--- src/rtl/unit_input_distrib.sv ---
// unit_input_distrib
//   Round-robin packet distributor. Pulls whole packets from a first-word-
//   fall-through host FIFO and forwards each one to a single unit that has an
//   idle thread, then moves on to the next unit. Data and end-of-packet flag
//   are broadcast to all units; only the write enable is one-hot.
//
// Ports
//   CLK, RESET_N    clock, asynchronous active-low reset
//   in_data/in_ctrl head word of the host FIFO / last-word flag
//   in_empty        host FIFO empty
//   in_rd_en        host FIFO pop (combinational)
//   unit_in         broadcast data word (registered)
//   unit_in_ctrl    broadcast end-of-packet flag (registered)
//   unit_in_wr_en   one-hot write enable per unit (registered)
//   unit_in_afull   per-unit almost-full (at least 2 words of slack)
//   unit_in_ready   per-unit "idle thread, accepts a new packet"
//   pkt_cnt         packets dispatched, wraps at 16 bits
//   err_pkt_len     sticky: a packet reached MAX_PKT_WORDS without in_ctrl
`ifndef UNIT_INPUT_WIDTH
`define UNIT_INPUT_WIDTH 32
`endif

module unit_input_distrib #(
  parameter int N_UNITS       = 4,
  parameter int WIDTH         = `UNIT_INPUT_WIDTH,
  parameter int MAX_PKT_WORDS = 256
) (
  input  logic               CLK,
  input  logic               RESET_N,
  input  logic [WIDTH-1:0]   in_data,
  input  logic               in_ctrl,
  input  logic               in_empty,
  output logic               in_rd_en,
  output logic [WIDTH-1:0]   unit_in,
  output logic               unit_in_ctrl,
  output logic [N_UNITS-1:0] unit_in_wr_en,
  input  logic [N_UNITS-1:0] unit_in_afull,
  input  logic [N_UNITS-1:0] unit_in_ready,
  output logic [15:0]        pkt_cnt,
  output logic               err_pkt_len
);

  localparam int PTR_W = (N_UNITS > 1) ? $clog2(N_UNITS) : 1;
  localparam int CNT_W = $clog2(MAX_PKT_WORDS + 1);

  localparam logic [PTR_W-1:0] LAST_UNIT = PTR_W'(N_UNITS - 1);
  localparam logic [CNT_W-1:0] CNT_MAX   = CNT_W'(MAX_PKT_WORDS);

  localparam logic [0:0] ST_SEARCH = 1'b0;
  localparam logic [0:0] ST_SEND   = 1'b1;

  logic [0:0]       state;
  logic [PTR_W-1:0] ptr;
  logic [PTR_W-1:0] sel;
  logic [CNT_W-1:0] word_cnt;
  logic [CNT_W-1:0] word_cnt_nxt;
  logic             cand_ok;

  function automatic logic [PTR_W-1:0] next_unit(input logic [PTR_W-1:0] u);
    return (u == LAST_UNIT) ? '0 : u + 1'b1;
  endfunction

  function automatic logic [CNT_W-1:0] sat_inc(input logic [CNT_W-1:0] c);
    return (c == CNT_MAX) ? c : c + 1'b1;
  endfunction

  function automatic logic [N_UNITS-1:0] onehot(input logic [PTR_W-1:0] u);
    logic [N_UNITS-1:0] r;
    r    = '0;
    r[u] = 1'b1;
    return r;
  endfunction

  // Candidate under examination this cycle (one per cycle while searching).
  assign cand_ok = unit_in_ready[ptr] & ~unit_in_afull[ptr];

  // Pop only while a unit is reserved; afull of the reserved unit stalls.
  assign in_rd_en = (state == ST_SEND) & ~in_empty & ~unit_in_afull[sel];

  assign word_cnt_nxt = sat_inc(word_cnt);

  // Popped word -> registered broadcast one cycle later
  always_ff @(posedge CLK or negedge RESET_N) begin
    if (!RESET_N) begin
      state         <= ST_SEARCH;
      ptr           <= '0;
      sel           <= '0;
      word_cnt      <= '0;
      unit_in       <= '0;
      unit_in_ctrl  <= 1'b0;
      unit_in_wr_en <= '0;
      pkt_cnt       <= '0;
      err_pkt_len   <= 1'b0;
    end else begin
      unit_in_wr_en <= '0;
      if (state == ST_SEARCH) begin
        // The unit is reserved as soon as it qualifies, even with no data yet.
        if (cand_ok) begin
          sel      <= ptr;
          word_cnt <= '0;
          state    <= ST_SEND;
        end else begin
          ptr <= next_unit(ptr);
        end
      end else if (in_rd_en) begin
        unit_in       <= in_data;
        unit_in_ctrl  <= in_ctrl;
        unit_in_wr_en <= onehot(sel);
        word_cnt      <= word_cnt_nxt;
        // Forwarding continues after an over-length packet; only flag it.
        if (word_cnt_nxt == CNT_MAX && !in_ctrl)
          err_pkt_len <= 1'b1;
        if (in_ctrl) begin
          pkt_cnt <= pkt_cnt + 16'd1;
          ptr     <= next_unit(sel);
          state   <= ST_SEARCH;
        end
      end
    end
  end

endmodule

--- config.mk ---
export PLATFORM = sky130hd
export DESIGN_NAME = unit_input_distrib
export DESIGN_NICKNAME = d
export VERILOG_FILES = /design/src/rtl/unit_input_distrib.sv
export SDC_FILE = /design/constraint.sdc
export NUM_CORES = 1
export LEC_CHECK = 0
export CORE_UTILIZATION = 41
export CTS_CLUSTER_SIZE = 8
export DETAILED_ROUTE_END_ITERATION = 7
export GPL_ROUTABILITY_DRIVEN = 0
export PLACE_DENSITY = 0.7
export SLEW_MARGIN = 5
export SYNTH_ARGS = -nofsm -noshare
export SYNTH_HDL_FRONTEND = slang
export SYNTH_SLANG_ARGS = --single-unit
--- constraint.sdc ---
create_clock -name CLK -period 3.46 [get_ports CLK]
set_input_delay 0.865 -clock CLK [delete_from_list [all_inputs] [get_ports CLK]]
set_output_delay 0.865 -clock CLK [all_outputs]
set_load 0.005 [all_outputs]
==> impl_metrics.json <==
{
  "drt_first_pass_iters": 4,
  "p_leak_nw": 2.111,
  "via_per_inst": 4.826,
  "dp_cells": 514,
  "synth_area_leaders": "dfrtp_1 54%, nand2_1 13%, xnor2_1 3.6%",
  "first_global_vias": 2499,
  "grt_pass1_wl_um": 11460,
  "r2r_slack_ps": 680,
  "drtIter0Drc": 85,
  "yosysMostFrequentCell": "nand2_1",
  "ys_seq_elements": 68,
  "timing.final.crit_share": 0.9540,
  "clkTransAtPathRegs_ps": 80,
  "cp-startpoint": "unit_in_afull[3]",
  "syn_area_mm2": 0.003147,
  "die_h_um": 89.61,
  "p_comb_frac": 0.334,
  "max_stage_delay_ps": 490,
  "synth-edff-count": 0,
  "syn_avg_cell_area_um2": 9.565,
  "powerDensity_mw_per_mm2": 741.8,
  "grt_overflow": 0,
  "die_x_um": 89.61,
  "synthFlopType": "dfrtp_1",
  "die-area_mm2": 0.008029,
  "final_layout_size_suffix_gt1_frac": 0.08121,
  "antenna_found_initial": 0,
  "clock_latency_ps": 340,
  "power.total_mw": 3.327,
  "reg2reg_to": "pkt_cnt[1]$_DFFE_PN0P_",
  "clkPwrFrac": 0.280,
  "setup_viol_count_final": 0,
  "crit_path_end_kind": "output port",
  "ir_worst_vdd_uv": 316.1,
  "hp-class": "in -> async",
  "grt_max_degree": 51,
  "cap_violations": 0,
  "io_buffers": 98,
  "r2r_start": "sel[0]$_DFFE_PN0P_",
  "vias": 2558,
  "fin_cells": 530,
  "clk_root_buffer_cell": "clkbuf_8",
  "arrival_ps": 2440,
  "worstMarginPinSlew_ps": 502.3,
  "drt_wl_total_um": 7122,
  "ys_types": 48,
  "worstSetupPathType": "in -> out",
  "fin_util": 0.6117,
  "h-tree-depth": 3,
  "synth_top_area_cell": "dfrtp_1",
  "area_growth_pct": 42.50,
  "worst_path_max_delay_cell": "or3b_2",
  "async_flop_share": 1.000,
  "syn_inst": 329,
  "clockBufferDepth": 2,
  "numClockSinks": 68,
  "track_usage": 0.1906,
  "grt_setup_unrepaired": "no",
  "worstPathMaxFanout": 2,
  "tritoncts": "built",
  "syn-num-nets": 380,
  "finClkSkew_ps": 8.247,
  "pin_count": 99,
  "rows": 31,
  "relSlewSlack": 0.6652,
  "coreArea_mm2": 0.007331,
  "ant_nets": 0,
  "switching_share": 0.3031,
  "synth.top_cell.area_share": 0.5408,
  "fmax_mhz": 303.0,
  "ys_seq_area_frac": 0.5408,
  "yosys_warnings": 0,
  "crit_required_ps": 2590,
  "p_int_mw": 2.318,
  "drcViolationCount": 0,
  "share_seq_of_total_power": 0.386,
  "start_kind": "input port",
  "reg2reg_depth": 6,
  "slew_viol_final": 0,
  "cts_buffers": 9,
  "avgRoutedWirePerCell_um": 13.44,
  "crit_chain": "clkdlybuf4s50_1 -> mux4_2 -> or3b_2 -> clkinv_2 -> clkbuf_2",
  "status": "finished, final reports clean",
  "post-dp-hpwl_um": 5032,
  "hold_viol": 0,
  "cts_setup_buffers": 0,
  "start_util": 0.4293,
  "antennaDiodeCount": 0,
  "fin_crit_ps": 3301,
  "tns_ps": 0,
  "synth_top_cells_by_count": "108 x nand2_1, 68 x dfrtp_1, 13 x xnor2_1",
  "p_sw_mw": 1.008,
  "nNetsFinal": 477
}
[layer usage]
| layer | part of all wire | GRT usage |
|---|---|---|
| met2 | 0.48 | 0.3127 |
| met3 | 0.053 | 0.05119 |
| met4 | 0.014 | 0.07504 |
| met5 | 0 | 0 |
| met1 | 0.45 | 0.2405 |
[what timing repair did]
item,CTS,global route
hold buffers,0,0
setup endpoints to repair,1,1
resized for setup,1,2
[through the flow]
step	setup slack, ps	hold WS, ps	cell area (um^2)
after floorplan	445.2	466.3	3147
after detailed placement	-248.9	465.5	4203
after global routing	106.3	428.0	4484
after global placement	-243.7	456.9	4203
final	159.2	421.9	4484
after CTS	11.46	420.5	4488
[critical path: cells and delay by family]
family | cells | cell delay, ps
multiplexers | 1 | 480
AND/OR/NAND/NOR | 1 | 490
buffers and inverters | 3 | 610
[final cells by class]
cell class                      instances  area, um^2
Fill cell                             646        2846
Sequential cell                        68        1702
Multi-Input combinational cell        232        1314
Timing Repair Buffer                  104        1016
Clock inverter                          6       158.9
Clock buffer                           10       127.6
Tap cell                               99       123.9
Inverter                               11       42.54
[power groups by stage]
stage / clock, mW / sequential, mW / combinational [mW]
floorplan: 0 / 1.24 / 0.545
global placement: 0 / 1.29 / 1.10
detailed placement: 0 / 1.29 / 1.12
CTS: 0.948 / 1.29 / 1.13
global route: 0.983 / 1.32 / 1.24
finish: 0.931 / 1.28 / 1.11
[cells in the final DEF (no fill, tap or decap), drive strengths merged, types with 11 or more instances in the layout]
cell / n
clkbuf: 11
clkdlybuf4s50: 96
dfrtp: 68
inv: 11
nand2: 109
nand3: 11
nor2: 11
xnor2: 13
[kinds of logic (layout without fill, tap and decap cells)]
family | count (synthesis) | count (layout) | synth area share
AO/OA/AOI/OAI | 31 | 31 | 0.06243
AND/OR/NAND/NOR | 169 | 169 | 0.2465
XOR/XNOR | 19 | 19 | 0.05288
adder cells (fa/ha/maj) | 7 | 7 | 0.02783
multiplexers | 6 | 6 | 0.02783
flip-flops | 68 | 68 | 0.5408
buffers and inverters | 29 | 131 | 0.04175
[worst max path at each step]
stage | endpoint | slack (ps)
after CTS | in_rd_en | 10
after global placement | in_rd_en | -240
final | in_rd_en | 160
after detailed placement | in_rd_en | -250
after global routing | in_rd_en | 110
after floorplan | in_rd_en | 450
[sequential cells by signal, summed over array words and instances, names as in the netlist]
register	count
state	1
unit_in_ctrl	1
word_cnt	9
unit_in	32
ptr	2
sel	2
unit_in_wr_en	4
err_pkt_len	1
pkt_cnt	16
No activity file was read; power rests on OpenSTA's default activity.
